--- src/rtl/clk_divider_pkg.sv ---
// Shared constants for the multi-channel clock divider: mode encoding and
// the divisor every channel comes out of reset with.
package clk_divider_pkg;

  localparam logic MODE_TOGGLE     = 1'b0;
  localparam logic MODE_TICK       = 1'b1;
  localparam int   DEFAULT_DIV_VAL = 160000;

endpackage

--- src/rtl/clk_div_channel.sv ---
// One divider channel: counter, active divisor, registered clk_out/tick.
// CLKDIV_SYNC_LOAD_EN defers divisor writes to the next terminal count.
module clk_div_channel
  import clk_divider_pkg::*;
#(
  parameter int CNT_W       = 27,
  parameter int DEFAULT_DIV = DEFAULT_DIV_VAL
) (
  input  logic             clk_in,
  input  logic             rst_n,
  input  logic             en,
  input  logic             mode,
  input  logic             wr,
  input  logic [CNT_W-1:0] wr_val,
  output logic             clk_out,
  output logic             tick
);

  localparam logic [CNT_W-1:0] DIV_RST = CNT_W'(DEFAULT_DIV);

  logic [CNT_W-1:0] cnt_q, cnt_d;
  logic [CNT_W-1:0] div_q, div_d;
  logic             clk_out_q, clk_out_d;
  logic             tick_q, tick_d;
  logic             term;
  logic             level;

`ifdef CLKDIV_SYNC_LOAD_EN
  logic             pend_q, pend_d;
  logic [CNT_W-1:0] pend_val_q, pend_val_d;
`endif

  // A counter left above a shrunk divisor simply wraps through zero.
  assign term = en && (cnt_q == div_q);

  always_comb begin
    cnt_d  = cnt_q;
    div_d  = div_q;
    tick_d = term;
    level  = clk_out_q;
    if (term) begin
      cnt_d = '0;
      level = ~clk_out_q;
    end else if (en) begin
      cnt_d = cnt_q + CNT_W'(1);
    end
`ifdef CLKDIV_SYNC_LOAD_EN
    pend_d     = pend_q;
    pend_val_d = pend_val_q;
    if (pend_q && (term || !en)) begin
      div_d  = pend_val_q;
      pend_d = 1'b0;
    end
    if (wr) begin
      if (!en) begin
        div_d  = wr_val;
        pend_d = 1'b0;
      end else begin
        pend_d     = 1'b1;
        pend_val_d = wr_val;
      end
    end
`else
    // Immediate load restarts the period but keeps the output level.
    if (wr) begin
      div_d = wr_val;
      cnt_d = '0;
      level = clk_out_q;
    end
`endif
    clk_out_d = (mode == MODE_TOGGLE) ? level : 1'b0;
  end

  always_ff @(posedge clk_in or negedge rst_n) begin
    if (!rst_n) begin
      cnt_q     <= '0;
      div_q     <= DIV_RST;
      clk_out_q <= 1'b0;
      tick_q    <= 1'b0;
    end else begin
      cnt_q     <= cnt_d;
      div_q     <= div_d;
      clk_out_q <= clk_out_d;
      tick_q    <= tick_d;
    end
  end

`ifdef CLKDIV_SYNC_LOAD_EN
  always_ff @(posedge clk_in or negedge rst_n) begin
    if (!rst_n) begin
      pend_q     <= 1'b0;
      pend_val_q <= DIV_RST;
    end else begin
      pend_q     <= pend_d;
      pend_val_q <= pend_val_d;
    end
  end
`endif

  assign clk_out = clk_out_q;
  assign tick    = tick_q;

endmodule

--- src/rtl/clk_divider_multi.sv ---
// NUM_CH independent clock dividers sharing one divisor write port.
// Define CLKDIV_SYNC_LOAD_EN for glitch-free divisor updates at period end.
module clk_divider_multi
  import clk_divider_pkg::*;
#(
  parameter int  NUM_CH      = 4,
  parameter int  CNT_W       = 27,
  parameter int  DEFAULT_DIV = DEFAULT_DIV_VAL,
  localparam int CH_W        = (NUM_CH > 1) ? $clog2(NUM_CH) : 1
) (
  input  logic              clk_in,
  input  logic              rst_n,
  input  logic [NUM_CH-1:0] en,
  input  logic [NUM_CH-1:0] mode,
  input  logic              div_wr,
  input  logic [CH_W-1:0]   div_ch,
  input  logic [CNT_W-1:0]  div_val,
  output logic              div_ack,
  output logic              div_err,
  output logic [NUM_CH-1:0] clk_out,
  output logic [NUM_CH-1:0] tick
);

  logic ch_valid;
  logic div_ack_q, div_ack_d;
  logic div_err_q, div_err_d;

  assign ch_valid = (32'(div_ch) < 32'(NUM_CH));

  always_comb begin
    div_ack_d = div_wr && ch_valid;
    div_err_d = div_wr && !ch_valid;
  end

  always_ff @(posedge clk_in or negedge rst_n) begin
    if (!rst_n) begin
      div_ack_q <= 1'b0;
      div_err_q <= 1'b0;
    end else begin
      div_ack_q <= div_ack_d;
      div_err_q <= div_err_d;
    end
  end

  assign div_ack = div_ack_q;
  assign div_err = div_err_q;

  for (genvar gi = 0; gi < NUM_CH; gi++) begin : g_ch
    logic wr_sel;
    assign wr_sel = div_wr && ch_valid && (div_ch == CH_W'(gi));

    clk_div_channel #(
      .CNT_W      (CNT_W),
      .DEFAULT_DIV(DEFAULT_DIV)
    ) u_ch (
      .clk_in (clk_in),
      .rst_n  (rst_n),
      .en     (en[gi]),
      .mode   (mode[gi]),
      .wr     (wr_sel),
      .wr_val (div_val),
      .clk_out(clk_out[gi]),
      .tick   (tick[gi])
    );
  end

endmodule

--- config.mk ---
export PLATFORM = sky130hd
export DESIGN_NAME = clk_divider_multi
export DESIGN_NICKNAME = d
export VERILOG_FILES = /design/src/rtl/clk_divider_pkg.sv /design/src/rtl/clk_div_channel.sv /design/src/rtl/clk_divider_multi.sv
export SDC_FILE = /design/constraint.sdc
export NUM_CORES = 1
export LEC_CHECK = 0
export BUFFER_PORTS_ARGS = -buffer_cell sky130_fd_sc_hd__buf_2
export CAP_MARGIN = 20
export CORE_UTILIZATION = 62
export CTS_CLUSTER_DIAMETER = 120
export CTS_CLUSTER_SIZE = 20
export DETAILED_ROUTE_END_ITERATION = 10
export GPL_TIMING_DRIVEN = 0
export PLACE_DENSITY = 0.91
export SYNTH_ARGS = -nofsm -noshare
export SYNTH_HDL_FRONTEND = slang
export SYNTH_SLANG_ARGS = --single-unit
--- constraint.sdc ---
create_clock -name clk_in -period 2.8 [get_ports clk_in]
set_clock_uncertainty 0.05 [all_clocks]
set_input_delay 0.7 -clock clk_in [delete_from_list [all_inputs] [get_ports clk_in]]
set_output_delay 0.7 -clock clk_in [all_outputs]
set_load 0.005 [all_outputs]
Yosys cells after proc, flatten, opt, wreduce, memory -nomap -nowiden
Index checks and enable logic that the tools add are counted.
{ "classes": {"eq_ne": 11, "reduce_logical": 21, "n_bitwise": 4, "n_addsub": 4, "n_mux": 24} }
{ "ops": {"columns": ["operator", "count"], "rows": [
  ["27-bit two-way mux", 12],
  ["27-bit by 1-bit adder with 27-bit output, second input constant", 4],
  ["27-bit == test", 4],
  ["1-bit two-way mux", 12],
  ["3-bit nonzero test", 4],
  ["1-bit logical AND", 8],
  ["2-bit inequality test, second input constant", 4],
  ["2-bit AND reduction", 4],
  ["2-bit nonzero test", 4],
  ["2-bit == test, second input constant", 2],
  ["1-bit inverter", 4],
  ["2-bit by 1-bit == test with 1-bit output, second input constant", 1],
  ["2-bit logical NOT", 1]
]} }
{ "totals": {"in_bits": 40, "register_bits": 225, "output_inout_bits": 10} }

Depth between registers and ports, before layout
Gate-level depths: netlist (run 1).
{ "logic_depth": {"depth_word": 5, "ltp_mapped": 8} }

By module
Synthesis (run 1) repeated with hierarchy kept, for this count alone.
{ "hier_totals": {"cells_unflattened": 1095, "hier_area_um2": 11674.9} }
{ "modules_own_cells": {"columns": ["mod", "seq_area_each_um2", "n_inst", "area_each_um2", "cells_per_inst"], "rows": [
  ["clk_div_channel", 1407.6, 4, 2900.3, 272],
  ["clk_divider_multi", 25.0, 1, 73.8, 7]
]} }

Worst setup path before layout (run 1)
OpenSTA, ideal clock, no wires.
{ "synth_path": {"kind": "input to register", "startpoint": "in div_ch[0]", "endpoint": "reg g_ch[0].u_ch.cnt_q[26]", "setup_slack_ps": 645, "arrival_ps": 1978, "stages": 7, "path_buffers": 1, "setup_ps": 128, "cell_sequence": "buf_2 > or3b_4 > a21oi_4 > nand2_2 > nor3_2 > xnor2_1 > nor2_1"} }
{ "synth_via": {"elab_chain_cells": 3} }
{ "synth_rtl": {"columns": ["item", "line_no", "text"], "rows": [
  ["start: declaration", "clk_divider_multi.sv:16", "input logic [CH_W-1:0] div_ch,"],
  ["2-bit logical NOT (*)", "clk_divider_multi.sv:50", "assign wr_sel = div_wr && ch_valid && (div_ch == CH_W'(gi));"],
  ["1-bit logical AND (*)", "clk_divider_multi.sv:50", null],
  ["3-bit nonzero test (no source line) or 27-bit two-way mux (tied branches)", null, null],
  ["end signal: assignment", "clk_div_channel.sv:81", "cnt_q <= cnt_d;"],
  ["end: declaration", "clk_div_channel.sv:21", "logic [CNT_W-1:0] cnt_q, cnt_d;"]
]} }
Mark *: on every way between the ends. The rest lies on a longest branch, timed or not.
A chain may end at the register's enable or synchronous reset.

Worst setup path after layout (run 1)
{ "layout_path": {"startpoint": "reg g_ch[2].u_ch.cnt_q[11]", "endpoint": "reg g_ch[2].u_ch.cnt_q[6]"} }
{ "layout_via": {"elab_chain_cells": 4} }
{ "layout_rtl": {"columns": ["item", "line_no", "text"], "rows": [
  ["start: declaration", "clk_div_channel.sv:21", null],
  ["start signal: assignment", "clk_div_channel.sv:81", null],
  ["27-bit == test (*)", "clk_div_channel.sv:34", "assign term = en && (cnt_q == div_q);"],
  ["1-bit logical AND (*)", "clk_div_channel.sv:34", null],
  ["27-bit two-way mux", "clk_div_channel.sv:41", "if (term) begin"],
  ["27-bit two-way mux", "clk_div_channel.sv:65", "if (wr) begin"]
]} }
Marked as above.

==> results of run 1 <==
[state kept, by name, summed over array words and instances (netlist names)]
name,flops
g_ch.u_ch.cnt_q,108
g_ch.u_ch.div_q,108
g_ch.u_ch.clk_out,4
g_ch.u_ch.tick,4
div_ack,1
[layout make-up]
cell class              count  area (µm²)
clock buffers              24         409
fillers                  1271        5270
clock inverters             1        16.3
multi-input cells         934        5290
inverters                  14        52.6
flip-flops and latches    225        5660
well taps                 225         282
repair buffers             47         290
plain buffers              51         272
[cells in the final DEF, fill, tap and decap left out, drive strengths merged, types with 2 or more instances in the layout]
cell type    n
nor2       106
xnor2       69
and2         7
a31oi        7
and4         9
xor2       121
o2bb2a       2
o31ai        4
or2          3
and3        17
nand4       53
a2111oi      3
inv         14
buf         77
nand3b       5
nand3       40
nor3        14
or4          2
clkbuf      45
o21ai       18
o2bb2ai      2
o41ai        2
nor3b        2
nor4        24
a22o         2
dfrtp      205
nand2      375
ha           4
a21oi       21
or3b         3
or3         10
and3b        2
dfstp       20
[cell families after synthesis]
| kind of cell | count (synthesis) |
|---|---|
| other | 1 |
| flip-flops | 225 |
| AND/OR/NAND/NOR | 674 |
| multiplexers | 1 |
| adder cells (fa/ha/maj) | 4 |
| AO/OA/AOI/OAI | 64 |
| buffers and inverters | 65 |
| XOR/XNOR | 190 |
[metrics by stage]
stage | cell area [µm²] | instances | setup TNS (ps) | util | worst slack, ps
2_1_floorplan | 11300 | 1224 | 0 | - | 645
3_3_place_gp | 11800 | 1494 | -597550 | 0.671 | -2790
3_5_place_dp | 11800 | 1496 | 0 | 0.675 | 240
4_1_cts | 12300 | 1521 | 0 | 0.699 | 521
5_1_grt | 12300 | 1521 | 0 | 0.699 | 374
6_report | 12300 | 1521 | 0 | 0.699 | 484
[metal layers]
| metal | track usage | vias up | wire (µm) |
|---|---|---|---|
| met1 | 0.419 | 4414 | 11200 |
| met4 | 0.153 | 0 | 1580 |
| met3 | 0.0393 | 118 | 1950 |
| met5 | 0 | - | 0 |
| met2 | 0.521 | 445 | 13400 |
| li1 | - | 4161 | - |
[how the worst max path moves through the flow]
stage | depth (start not counted) | to | from | slack [ps]
after floorplan | 7 | g_ch[0].u_ch.cnt_q[26] | div_ch[0] | 640
after global placement | 1 | g_ch[2].u_ch.cnt_q[2] | rst_n | -2790
after detailed placement | 7 | g_ch[3].u_ch.cnt_q[15] | div_wr | 240
after CTS | 6 | g_ch[2].u_ch.cnt_q[6] | g_ch[2].u_ch.cnt_q[11] | 520
after global routing | 6 | g_ch[1].u_ch.cnt_q[2] | g_ch[1].u_ch.cnt_q[14] | 370
final | 6 | g_ch[2].u_ch.cnt_q[6] | g_ch[2].u_ch.cnt_q[11] | 480
[where the power goes]
group / switching, mW / leakage, nW / internal, mW / total (mW)
Combinational: 0.626 / 2.96 / 0.450 / 1.08
Clock: 1.13 / 0.203 / 1.02 / 2.15
Sequential: 0.392 / 2.89 / 3.63 / 4.02
[critical path: stages (launching register included)]
cell,delay (ps)
dfrtp_1,460
xor2_1,210
nor4_1,430
nand3_1,210
o21ai_2,420
buf_2,320
nor2_1,90
==> reports/metrics.yaml, run 1 <==
synth:
  synthXorXnorAreaFrac: 0.148
  synthCells: 1224
  yosys_warnings: 0
  async_flop_share: 1.00
  synth_top_family_by_area: "simple AND/OR/NAND/NOR gates"
  syn_area_per_cell_um2: 9.20
  ys.flop_type: "dfrtp_1"
  ys_ff_latch: 225
  synth_compound_area_frac: 0.0375
  yosysMostFrequentCell: "nand2_1"
  synth_nets: 1268
  yosysSeqAreaShare: 0.502
  ys_top_cells_by_count: "nand2_1, dfrtp_1, xor2_1"
  synth_edf_count: 0
  synth.area.mux_share: 0.000888
  netlist_top_cells_area: "dfrtp_1, nand2_1, xor2_1"
  synthesis.area_um2: 11300
  yosysTopAreaCell: "dfrtp_1"
  synthSimpleGateAreaFrac: 0.278
  post_synth_fa_ha_maj_area_fraction: 0.00444
  synth_cell_types: 60
  synth_top_area_frac: 0.455
floorplanning:
  num_rows: 48
  die_y_um: 137
  fp.dieW_um: 137
  ios: 50
  core-area_um2: 17500
  initial_utilization: 0.642
  die_area_um2: 18700
worst_setup_path:
  r2r_setup_slack_ps: 480
  cp-start-kind: "flop"
  reg2reg_depth: 6
  worst_setup_path_end_kind: "flop"
  cp_max_fo: 10
  rr_endpoint: "g_ch[2].u_ch.cnt_q[6]"
  r2r_start: "g_ch[2].u_ch.cnt_q[11]"
  crit_type: "flop to flop"
  cp.arrival_ps: 2640
  cp.required_ps: 3120
detailed_routing:
  drt-total-wl_um: 28100
  drt_iter0_markers: 889
  vias_per_cell: 6.01
  drt_pre_antenna_iters: 6
  routedWlPerCell_um: 18.5
  antenna_left: 0
  dr_total_vias: 9138
  drc: 0
grt:
  grt_pass1_vias: 8892
  grt_pass1_wl_um: 45300
  grt_overflow: 0
  antenna_found_initial: 0
  track_usage: 0.317
  grt_max_degree: 127
clocking:
  clock_path_buffers: 3
  root_buffer: "clkbuf_16"
  holdBufCountCts: 0
  cts_sinks: 225
  htree_levels: 1
  cts_made_buffers: 15
  postCtsSetupRepairBufs: 0
  cts_resized: 0
  cts_tree: "done"
  clkLatencyLatePin_ps: 490
  clkSlewWorstSetupHoldPaths_ps: 90
job:
  cap_viol_max_count: 0
status:
  status: "completed"
cells_and_area:
  drive_gt1_frac: 0.106
  final_nets: 1332
  n_antenna_cell: 0
  area.growth.synth_to_final_pct: 8.85
sta:
  fmax_ghz: 0.432
  slew_violations: 0
  hold_viol: 0
  worst_pin_slew_ps: 781
  holdWs_ps: 212
  slew_headroom: 0.477
  finalCritPeriodShare: 0.827
  setup_viol: 0
  period_needed_ps: 2320
  rsz0062_at_grt: "false"
power:
  powerDensity_nw_per_um2: 591
  p_total_mw: 7.25
  p_leak_nw: 6.05
  vdd_drop_max_mv: 0.645
place:
  post-dp-hpwl_um: 20000
  gp_congestion: 0.909
  numPortBuffers: 45
hold_path:
  hold_path_class: "input port to async pin"
Note: power is estimated with default switching activity, not from simulation.
==> inputs of run 2 (changes only) <==
- CORE_UTILIZATION: 62 -> 56
- PLACE_DENSITY: 0.91 -> 0.87
- clock period: 2.8 -> 1.86 ns (I/O delays scaled with it)
==> run 2 against run 1 <==
Net effect: the flow now finishes with violations (negative hold slack, negative setup slack); non-clock buffer count rose by 84; core utilization grew 2.1 points; fmax is 11% higher; global-route usage is 1.5 points lower; combinational power rose by 110%; total power up 60%; first-iteration DRC count increased by 40%; sequential power is 51% higher; final area is 15% higher; critical path depth grew 2; largest cell class is now multi-input gates; largest power group unchanged; highest routed layer unchanged.
==> reports/metrics.yaml, run 2 (synthesis results as in run 1) <==
grt:
  antenna_found_initial: 0
  grt_overflow: 0
  grt_pass1_vias: 9211
  grt_max_degree: 127
  track_usage: 0.302
  grt_pass1_wl_um: 47800
cells_and_area:
  drive_gt1_frac: 0.298
  n_antenna_cell: 0
  final_common_cell: "nand2_1"
  final_cell_mix: "nand2_1, dfrtp_1, xor2_1"
  multi_input_area_um2: 6180
  final_cells: 1645
  final_core_util: 0.721
  regArea_um2: 5710
  area.growth.synth_to_final_pct: 25.3
  final_nets: 1417
  top_regs: "g_ch.u_ch.cnt_q x108, g_ch.u_ch.div_q x108"
  fill_cells: 1214
detailed_routing:
  routedWlPerCell_um: 20.8
  drt_iter0_markers: 1243
  antenna_left: 0
  drt_pre_antenna_iters: 5
  drc: 0
  vias_per_cell: 6.05
  dr_total_vias: 9957
  drt-total-wl_um: 34300
worst_setup_path:
  cp_max_fo: 5
  slowest_delay_ps: 480
  cp-start-kind: "flop"
  cp.depth: 8
  cpMostUsedCell: "buf_6"
  reg2reg_depth: 8
  worst_setup_path_end_kind: "flop"
  cp_top_family: "simple AND/OR/NAND/NOR gates"
  path_cells: "xor2_1, nor4_1, nand4_1, buf_6, o21ai_4, buf_6, buf_6, nor2_2"
  r2r_start: "g_ch[2].u_ch.cnt_q[12]"
  critPathBufInv: 3
  cp.required_ps: 2180
  crit_type: "flop to flop"
  rr_endpoint: "g_ch[2].u_ch.cnt_q[8]"
  slowest_stage: "dfrtp_1"
  r2r_setup_slack_ps: -230
  cp.arrival_ps: 2410
clocking:
  cts_tree: "done"
  clkSlewWorstSetupHoldPaths_ps: 100
  cts_sinks: 225
  holdBufCountCts: 0
  cts_made_buffers: 15
  clock_path_buffers: 3
  root_buffer: "clkbuf_16"
  htree_levels: 1
  clkLatencyLatePin_ps: 490
power:
  p_total_mw: 11.6
  powerDensity_nw_per_um2: 822
  p_int_mw: 8.00
  netSwitchingFraction: 0.311
  seqPwrFrac: 0.524
  power_switching_mw: 3.60
  vdd_drop_max_mv: 0.530
  pwr-share-comb: 0.191
  p_leak_nw: 6.48
  pwr-share-clk: 0.284
sta:
  rsz0062_at_grt: "true"
  setup_viol: 115
  worst_slack_ps: -227
  slew_violations: 0
  fin_setup_tns_ps: -17940
  worst_pin_slew_ps: 878
  holdWs_ps: -42.4
  fmax_ghz: 0.479
  finalCritPeriodShare: 1.12
  hold_viol: 37
  slew_headroom: 0.412
  period_needed_ps: 2090
hold_path:
  hold_path_class: "input port to async pin"
job:
  cap_viol_max_count: 0
status:
  violations: "negative hold slack, negative setup slack"
  status: "complete, but fails checks"
place:
  post-dp-hpwl_um: 19600
  numPortBuffers: 45
  dp_cells: 1536
  gp_congestion: 0.896
floorplanning:
  initial_utilization: 0.575
  die_area_um2: 20700
  ios: 50
  die_y_um: 144
  core-area_um2: 19600
  num_rows: 51
  fp.dieW_um: 144
run 2: metrics by stage:
step                area, µm²  hold slack (ps)  worst slack (ps)
CTS                     13000             8.74              -137
floorplan               11300              119             -21.9
detailed placement      11900              411              -479
finish                  14100            -42.4              -227
global route            14100             19.5              -319
global placement        11800              403             -3530
run 2: worst max path at each step:
| stage | startpoint | endpoint | slack [ps] |
|---|---|---|---|
| after detailed placement | en[2] | g_ch[2].u_ch.cnt_q[5] | -480 |
| after global routing | g_ch[0].u_ch.div_q[20] | g_ch[0].u_ch.cnt_q[19] | -320 |
| after global placement | rst_n | g_ch[3].u_ch.cnt_q[5] | -3530 |
| after CTS | g_ch[3].u_ch.cnt_q[21] | g_ch[3].u_ch.cnt_q[20] | -140 |
| final | g_ch[2].u_ch.cnt_q[12] | g_ch[2].u_ch.cnt_q[8] | -230 |
| after floorplan | g_ch[3].u_ch.div_q[14] | g_ch[3].u_ch.cnt_q[25] | -20 |
run 2: area by class of cell:
class	count	share of cell area
sequential	225	0.404
timing repair buffer	132	0.0753
inverter	14	0.00372
multi-input combinational	935	0.438
clock inverter	1	0.00115
buffer	50	0.0251
tap	265	0.0235
clock buffer	23	0.0287
run 2: power by group through the flow:
stage / sequential (mW) / combinational [mW] / clock, mW
2_1_floorplan: 5.93 / 1.10 / 0
3_3_place_gp: 6.08 / 1.47 / 0
3_5_place_dp: 6.10 / 1.56 / 0
4_1_cts: 6.02 / 1.74 / 3.28
5_1_grt: 6.13 / 2.39 / 3.46
6_report: 6.08 / 2.22 / 3.30
run 2: timing repair:
| action | in CTS | in global routing |
|---|---|---|
| cloned | 8 | 0 |
| setup buffers | 36 | 43 |
| gates resized for setup | 109 | 204 |
| pin swaps | 59 | 95 |
| endpoints found under the setup margin | 110 | 122 |
run 2: worst register-to-register path, stage by stage, from the launching register on:
cell and delay [ps]:
dfrtp_1 480, xor2_1 210, nor4_1 330, nand4_1 160
buf_6 170, o21ai_4 230, buf_6 160, buf_6 130
nor2_2 60
run 2: metal layers:
layer,up-vias,share of wire,global-route usage
met5,-,0,0
met4,0,0.062,0.148
met3,184,0.084,0.0403
met2,632,0.47,0.488
met1,4826,0.38,0.400
li1,4315,-,-
==> inputs of run 3 (changes only) <==
- SYNTH_HIERARCHICAL: unset -> 1
==> run 3 against run 2 <==
Net effect: the run ends with negative setup slack left; cell count is 6.1% lower; sequential power hardly changed; non-clock buffer count is 18 higher; fmax is 15% lower; first-iteration DRC count is 0.32% lower; worst hold slack better by 110 ps; final area is 9.0% higher; register-to-register slack worse by 360 ps; setup slack worse by 360 ps; via count is 6.3% higher; largest cell class unchanged.
==> reports/metrics.yaml, run 3 <==
status:
  status: "complete, but fails checks"
  violations: "negative setup slack"
synth:
  synth_nets: 1139
  ys_ff_latch: 225
  synth_cell_types: 45
  synthCells: 1095
  synthesis.area_um2: 11700
  ys_top_cells_by_count: "dfrtp_1, mux2_2, nand3_1"
  synth_top_area_frac: 0.439
  netlist_top_cells_area: "dfrtp_1, mux2_2, xnor2_1"
  yosysTopAreaCell: "dfrtp_1"
  yosysSeqAreaShare: 0.484
  yosysMostFrequentCell: "dfrtp_1"
  syn_area_per_cell_um2: 10.7
  ys.flop_type: "dfrtp_1"
  yosys_warnings: 6
  async_flop_share: 1.00
  synth_edf_count: 0
cells_and_area:
  final_common_cell: "dfrtp_1"
  final_cells: 1545
  top_regs: "g_ch.u_ch/cnt_q x108, g_ch.u_ch/div_q x108"
  area.growth.synth_to_final_pct: 31.8
  drive_gt1_frac: 0.477
  n_antenna_cell: 0
  final_nets: 1311
  final_cell_mix: "dfrtp_1, mux2_2, buf_4, nand2_1, dfrtp_2"
  fill_cells: 1111
sta:
  slew_violations: 0
  hold_viol: 0
  rsz0062_at_grt: "true"
  setup_viol: 114
  worst_pin_slew_ps: 850
  finalCritPeriodShare: 1.32
  fmax_ghz: 0.408
  slew_headroom: 0.433
  period_needed_ps: 2450
  worst_slack_ps: -589
  holdWs_ps: 64.4
floorplanning:
  fp.dieW_um: 146
  core-area_um2: 20400
  initial_utilization: 0.573
  die_area_um2: 21400
  num_rows: 52
  ios: 50
  die_y_um: 146
clocking:
  clkSlewWorstSetupHoldPaths_ps: 90
  cts_sinks: 225
  root_buffer: "clkbuf_16"
  htree_levels: 1
  cts_made_buffers: 15
  clkLatencyLatePin_ps: 490
  cts_tree: "done"
  clock_path_buffers: 3
grt:
  grt_max_degree: 99
  track_usage: 0.315
  grt_pass1_vias: 9864
  antenna_found_initial: 1
  grt_pass1_wl_um: 52900
  grt_overflow: 0
worst_setup_path:
  path_cells: "xnor2_1, nand4_1, or4_4, o21ai_4, buf_6, buf_8, o21ai_2, a21o_1"
  cp_top_family: "simple AND/OR/NAND/NOR gates"
  cp.arrival_ps: 2790
  cp-start-kind: "flop"
  crit_type: "flop to flop"
  worst_setup_path_end_kind: "flop"
  cp.required_ps: 2200
  cp_max_fo: 5
  critPathBufInv: 2
  slowest_stage: "or4_4"
  slowest_delay_ps: 570
detailed_routing:
  vias_per_cell: 6.85
  wl_met1_um: 14200
  wl_met3_um: 3780
  antenna_left: 0
  drt_pre_antenna_iters: 5
  drt_iter0_markers: 1239
  routedWlPerCell_um: 25.8
  top_layer: "met4"
  drt-total-wl_um: 39800
  drc: 0
  dr_total_vias: 10585
  dr_wl_met2_um: 19600
power:
  p_leak_nw: 6.33
  powerDensity_nw_per_um2: 769
  vdd_drop_max_mv: 0.874
place:
  dp_cells: 1415
  numPortBuffers: 48
  gp_congestion: 0.910
  post-dp-hpwl_um: 20600
job:
  cap_viol_max_count: 0
hold_path:
  hold_path_class: "input port to flop"
==> run 3: cell types whose count changed in the layout (fill, tap and decap cells not counted), moves of 19 or more <==
cell / delta
xor2_1: -67
nor2_2: -29
xnor2_1: -24
nand2_1: -304
xnor2_2: +19
o21ai_1: +32
mux2_2: +108
nor2_4: -35
==> run 3: final timing paths <==
path	start	to	slack, ps	depth (start not counted)
min in group asynchronous	rst_n	g_ch[1].u_ch/cnt_q[13]	420	2
worst max-delay path	g_ch[1].u_ch/cnt_q[23]	g_ch[1].u_ch/cnt_q[2]	-590	8
worst min register to register	g_ch[2].u_ch/div_q[19]	g_ch[2].u_ch/div_q[19]	480	1
max in group asynchronous	rst_n	g_ch[0].u_ch/div_q[17]	190	4
worst max register to register	g_ch[1].u_ch/cnt_q[23]	g_ch[1].u_ch/cnt_q[2]	-590	8
worst min-delay path	mode[1]	g_ch[1].u_ch/clk_out	60	2
==> run 3: cell type report <==
| type | count | area (µm²) | area share |
|---|---|---|---|
| plain buffers | 38 | 313 | 0.0203 |
| clock buffers | 24 | 409 | 0.0266 |
| clock inverters | 1 | 16.3 | 0.00106 |
| inverters | 24 | 90.1 | 0.00585 |
| multi-input cells | 801 | 7020 | 0.456 |
| flip-flops and latches | 225 | 5730 | 0.372 |
| well taps | 270 | 338 | 0.0220 |
| repair buffers | 162 | 1480 | 0.0959 |
==> run 3: per-layer routing <==
metal / up-vias / GRT usage
met5: - / 0
met4: 0 / 0.114
met3: 204 / 0.0516
met2: 778 / 0.528
met1: 5254 / 0.415
li1: 4349 / -
==> run 3: timing repair <==
item,in CTS,in global routing
gates cloned,16,3
resized for setup,172,192
endpoints found under the setup margin,139,248
setup buffers,40,61
hold buffers,1,0
pin swaps,66,86
hold endpoints to repair,45,0
==> run 3: worst register-to-register path, stage by stage, from the launching register on <==
cell	delay [ps]
dfrtp_1	440
xnor2_1	310
nand4_1	180
or4_4	570
o21ai_4	260
buf_6	150
buf_8	120
o21ai_2	80
a21o_1	180
==> run 3: logic make-up (layout without fill, tap and decap cells) <==
kind of cell,after synthesis,after routing,share of synthesized area
AND/OR/NAND/NOR,384,384,0.182
XOR/XNOR,112,112,0.0840
adder cells (fa/ha/maj),4,4,0.00429
multiplexers,108,108,0.104
AO/OA/AOI/OAI,188,192,0.111
other,1,1,0.000321
flip-flops,225,225,0.484
buffers and inverters,73,249,0.0294
==> run 3: metrics by stage <==
step | util | power [mW] | TNS (ps) | cell area, µm² | setup WS [ps]
2_1_floorplan | - | 7.11 | -18650 | 11700 | -249
3_3_place_gp | 0.604 | 7.60 | -847050 | 12300 | -3540
3_5_place_dp | 0.607 | 7.73 | -90050 | 12400 | -610
4_1_cts | 0.689 | 11.2 | -34420 | 14000 | -404
5_1_grt | 0.756 | 12.2 | -54790 | 15400 | -628
6_report | 0.756 | 11.8 | -49500 | 15400 | -589
==> run 3: power breakdown <==
part	switching [mW]	total, mW	internal [mW]
sequential	0.574	6.06	5.49
combinational	1.20	2.48	1.28
clock	1.75	3.29	1.54
total	3.52	11.8	8.31
